File: src/rtl/mux_sel_ctrl.sv
// mux_sel_ctrl: debounced pushbutton select controller driving a registered 2:1 LED mux.
// Define AUTO_TOGGLE_EN to build the long-press AUTO mode (periodic select toggling).
module mux_sel_ctrl #(
    parameter int W            = 4,
    parameter int DEBOUNCE_CYC = 500000,
    parameter int HOLD_CYC     = 50000000,
    parameter int AUTO_PERIOD  = 25000000
) (
    input  logic         clk,
    input  logic         rst,
    input  logic         pba,
    input  logic [W-1:0] ina,
    input  logic [W-1:0] inb,
    output logic [W-1:0] led,
    output logic         sel,
    output logic         press_pulse,
    output logic         auto_mode
);
    localparam int MAXC = (DEBOUNCE_CYC > HOLD_CYC)
                          ? ((DEBOUNCE_CYC > AUTO_PERIOD) ? DEBOUNCE_CYC : AUTO_PERIOD)
                          : ((HOLD_CYC > AUTO_PERIOD) ? HOLD_CYC : AUTO_PERIOD);
    localparam int CW = $clog2(MAXC) + 1;
    localparam logic [CW-1:0] DB_LAST = CW'(DEBOUNCE_CYC - 1);

`ifdef AUTO_TOGGLE_EN
    typedef enum logic [1:0] {MAN_A, MAN_B, AUTO} state_t;
    localparam logic [CW-1:0] HOLD_LAST = CW'(HOLD_CYC - 1);
    localparam logic [CW-1:0] PER_LAST  = CW'(AUTO_PERIOD - 1);
    logic [CW-1:0] hcnt_q, hcnt_d, pcnt_q, pcnt_d;
    logic          hold_q, hold_d;
`else
    typedef enum logic {MAN_A, MAN_B} state_t;
`endif

    state_t        state_q, state_d;
    logic          s1_q, s2_q, stable_q, stable_d, stdly_q, arm_q, arm_d, sel_q, sel_d;
    logic          pulse_q;
    logic [CW-1:0] cnt_q, cnt_d;
    logic [W-1:0]  led_q;
    logic          press;

    assign press       = stdly_q & ~stable_q;
    assign led         = led_q;
    assign sel         = sel_q;
    assign press_pulse = pulse_q;
`ifdef AUTO_TOGGLE_EN
    assign auto_mode = (state_q == AUTO);
`else
    assign auto_mode = 1'b0;
`endif

    // Debounce; until a debounced release is seen after reset (arm_q), a held button is ignored
    always_comb begin
        cnt_d    = '0;
        stable_d = stable_q;
        arm_d    = arm_q;
        if (!arm_q) begin
            if (s1_q & s2_q) begin
                if (cnt_q == DB_LAST) arm_d = 1'b1;
                else cnt_d = cnt_q + 1'b1;
            end
        end else if (s2_q != stable_q) begin
            if (cnt_q == DB_LAST) stable_d = s2_q;
            else cnt_d = cnt_q + 1'b1;
        end
    end

    // Select FSM: a press toggles between manual states, a long press enters AUTO
    always_comb begin
        state_d = state_q;
        sel_d   = sel_q;
`ifdef AUTO_TOGGLE_EN
        hold_d  = hold_q & ~stable_q;
        hcnt_d  = '0;
        pcnt_d  = '0;
        if (state_q == AUTO) begin
            if (press) state_d = sel_q ? MAN_B : MAN_A;
            else if (pcnt_q == PER_LAST) sel_d = ~sel_q;
            else pcnt_d = pcnt_q + 1'b1;
        end else if (press) begin
            state_d = sel_q ? MAN_A : MAN_B;
            sel_d   = ~sel_q;
            hold_d  = 1'b1;
        end else if (hold_q & ~stable_q) begin
            if (hcnt_q == HOLD_LAST) begin
                state_d = AUTO;
                hold_d  = 1'b0;
            end else begin
                hcnt_d = hcnt_q + 1'b1;
            end
        end
`else
        if (press) begin
            state_d = sel_q ? MAN_A : MAN_B;
            sel_d   = ~sel_q;
        end
`endif
    end

    // State, synchroniser, debounce and registered mux output
    always_ff @(posedge clk) begin
        if (rst) begin
            s1_q     <= 1'b1;
            s2_q     <= 1'b1;
            stable_q <= 1'b1;
            stdly_q  <= 1'b1;
            arm_q    <= 1'b0;
            cnt_q    <= '0;
            pulse_q  <= 1'b0;
            sel_q    <= 1'b0;
            led_q    <= '0;
            state_q  <= MAN_A;
`ifdef AUTO_TOGGLE_EN
            hcnt_q   <= '0;
            pcnt_q   <= '0;
            hold_q   <= 1'b0;
`endif
        end else begin
            s1_q     <= pba;
            s2_q     <= s1_q;
            stable_q <= stable_d;
            stdly_q  <= stable_q;
            arm_q    <= arm_d;
            cnt_q    <= cnt_d;
            pulse_q  <= press;
            sel_q    <= sel_d;
            led_q    <= sel_q ? inb : ina;
            state_q  <= state_d;
`ifdef AUTO_TOGGLE_EN
            hcnt_q   <= hcnt_d;
            pcnt_q   <= pcnt_d;
            hold_q   <= hold_d;
`endif
        end
    end
endmodule
File: config.mk
export PLATFORM = sky130hd
export DESIGN_NAME = mux_sel_ctrl
export DESIGN_NICKNAME = d
export VERILOG_FILES = /design/src/rtl/mux_sel_ctrl.sv
export SDC_FILE = /design/constraint.sdc
export NUM_CORES = 1
export LEC_CHECK = 0
export ABC_AREA = 1
export CORE_ASPECT_RATIO = 0.9
export CORE_MARGIN = 2
export CORE_UTILIZATION = 55
export CTS_CLUSTER_DIAMETER = 80
export DETAILED_ROUTE_END_ITERATION = 10
export GPL_TIMING_DRIVEN = 0
export PLACE_DENSITY_LB_ADDON = 0.25
export REMOVE_ABC_BUFFERS = 1
export SYNTH_ARGS = -nofsm -noshare
export SYNTH_HDL_FRONTEND = slang
export SYNTH_SLANG_ARGS = --single-unit
export TNS_END_PERCENT = 50
File: constraint.sdc
create_clock -name clk -period 2.9 [get_ports clk]
set_clock_uncertainty 0.15 [all_clocks]
set_input_delay 0.435 -clock clk [delete_from_list [all_inputs] [get_ports clk]]
set_output_delay 0.435 -clock clk [all_outputs]
set_load 0.01 [all_outputs]
==> summary.txt <==
Clocking
  – Clk sinks: 38
  – Clock root buffer: clkbuf_8
  – Skew-Pair Late Insertion Delay: about 0.29 ns
  – Clk buf depth: 2
  – CTS resizes: 0
  – CTS buffer count: 5
  – CTS tree: yes
  – Postcts setup bufs: 0
  – H-Tree Depth: 2
  – # hold bufs at CTS: 0
  – Clock transition at path regs: roughly 0.080 ns

Yosys
  – Multiplexer share of the synthesized area: 0%
  – Netlist Area Pre-Place: between 2000 and 2500 um2
  – Seq/Total Area, Yosys: 36.5%
  – Syn avg cell area: between 6 and 7 um2
  – Xor/xnor share of the synthesized area: 4.20%
  – Complex-gate fraction of the synthesized area: 2.82%
  – Post-synthesis simple-gate area fraction: a little under half
  – Syn Inst Count: 309
  – Largest family of logic cells by synthesized area: simple AND/OR/NAND/NOR gates
  – Synthesized flop and latch total: 38
  – Yosys warning total: 0
  – Netlist cell types: 25
  – Post-synthesis adder-cell area fraction: less than 1%

Global route
  – Largest net degree at the start of global routing: 19
  – Gr usage total: between 20 and 25%
  – Initial antenna violation count: 0
  – Vias in the first global route: roughly 1800
  – First-pass GRT wire length: between 7000 and 8000 um
  – Grt ovf: 0

Setup path
  – Worst path required time: ~2.9 ns
  – Crit end category: flop
  – CP arrival: ~1.9 ns
  – CP Max Fanout: 18
  – Startpoint types: flop
  – Crit Path Class: reg -> reg

Floorplanning
  – Die ar.: 4300 um2
  – Placeable Area: 3680 um2
  – Top Ports: 18
  – Die boundary width: around 70 um
  – Die Y: between 60 and 70 um
  – Site Rows: 21
  – Initial Utilization: a little under three fifths

Cells and area
  – Layout area overhead: 14.3%
  – Final nets: ~340
  – Commonest non-fill, non-tap cell in the layout: nor2_1
  – Share of layout cells above drive strength 1: 13.0%
  – Most frequent cells in the layout: 73 x nor2_1, 72 x nand2_1, 38 x inv_1, 38 x dfxtp_1, 20 x nand3_1
  – Non-Filler Instances: 377
  – # diodes: 0

Status
  – Outcome: finished clean

Timing
  – Slew Limit Fails: 0
  – Fmax: about 540 MHz
  – RSZ-0062 raised after global routing: false
  – Sum of negative setup slack: 0 ns
  – Fin crit period: ~1.8 ns
  – Final setup fails: 0
  – Final period utilization: between 60 and 70%
  – Final Hold Viols: 0

Power and ir drop
  – Total Power: around 0.0010 W
  – Static leakage: a little over 0.9 nW
  – Pwr/cell area: ~430 nW/um2
  – Maximum VDD drop: ~290 uV

Routing
  – Vias per std cell: just under 5
  – Initial drt markers: 100
  – Total number of vias: between 1500 and 2000
  – Average wire per standard cell: between 10 and 15 um
  – Antenna viol nets, final: 0
  – Pre-antenna DRT Iters: 4
  – Post-Route WL: 3960 um
  – DRC viols: 0

Place
  – DP HPWL: 3030 um
  – PortBufs: 16
  – Global placement routability congestion: 0.828
  – Placed cells: approximately 370

Min path
  – HP Class: reg -> reg

Run
  – MaxCap Viol Count: 0
Yosys cell counts (all sizes together):
| library cell | n | share of area, % |
|---|---|---|
| nor2 | 93 | 23 |
| nand2 | 80 | 16 |
| inv | 40 | 7.2 |
| dfxtp | 38 | 36 |
| nand3 | 22 | 5.8 |
| xor2 | 7 | 2.9 |
| o21ai | 6 | 1.4 |
| a21oi | 5 | 1.4 |
| nand4 | 4 | 1.2 |
| nor3 | 4 | 0.96 |
| xnor2 | 3 | 1.3 |
| buf | 2 | 1.3 |
| or2 | 2 | 0.60 |
| clkinv | 1 | 0.18 |
| conb | 1 | 0.18 |
| ha | 1 | 0.60 |
flip-flops by register name, summed over array words and instances (netlist names):
name,cells
s2_q,1
sel,1
stdly_q,1
stable_q,1
led,4
s1_q,1
press_pulse,1
arm_q,1
cnt_q,27
layer usage:
layer	share of wire (%)	track usage (%)
met4	1.6	7.35
met1	48	27.3
met5	0	0
met3	2.9	4.32
met2	48	36.2
critical path, stage by stage (launching register included):
cell and delay, ns:
dfxtp_1 0.41, ha_1 0.21, nand2_1 0.11, nor2_4 0.17
nand3_2 0.10, clkinv_1 0.07, nand2_1 0.08, nand2_4 0.32
nor2_1 0.10
kinds of logic (layout without fill, tap and decap cells):
kind of cell | Yosys count | in the layout
flops | 38 | 38
buf+inv | 43 | 65
xor+xnor | 10 | 10
compound gates | 11 | 11
other cells | 1 | 1
fa+ha+maj | 1 | 1
simple gates | 205 | 205
path summary, 6_finish.rpt:
kind | start | endpoint | slack, ns | cells past startpoint
min reg2reg | s1_q | s2_q | 0.30 | 1
max reg2reg | cnt_q[0] | cnt_q[14] | 1.06 | 8
max | cnt_q[0] | cnt_q[14] | 1.06 | 8
min | s1_q | s2_q | 0.30 | 1
stage by stage:
stage | setup WS, ns | hold WS (ns) | cell area (um2) | utilization, %
2_1_floorplan | 1.24 | 0.267 | 2060 | -
3_3_place_gp | 0.983 | 0.275 | 2280 | 61.9
3_5_place_dp | 0.976 | 0.278 | 2280 | 61.9
4_1_cts | 1.05 | 0.307 | 2380 | 64.8
5_1_grt | 0.911 | 0.325 | 2380 | 64.8
6_report | 1.06 | 0.299 | 2380 | 64.8
cell type report:
type                       instances  area, um2
multi-input combinational        228       1140
inverter                          41        154
clock inverter                     3       40.0
clock buffer                       5       68.8
tap                               46       57.6
fill                             350       1290
timing repair buffer              16        160
sequential                        38        761
power by group:
group	switching, W	internal (W)
Clock	0.000190	0.000253
Combinational	0.0000295	0.0000259
Sequential	0.00000371	0.000528
Total	0.000223	0.000807
(Power assumes the default switching activity.)
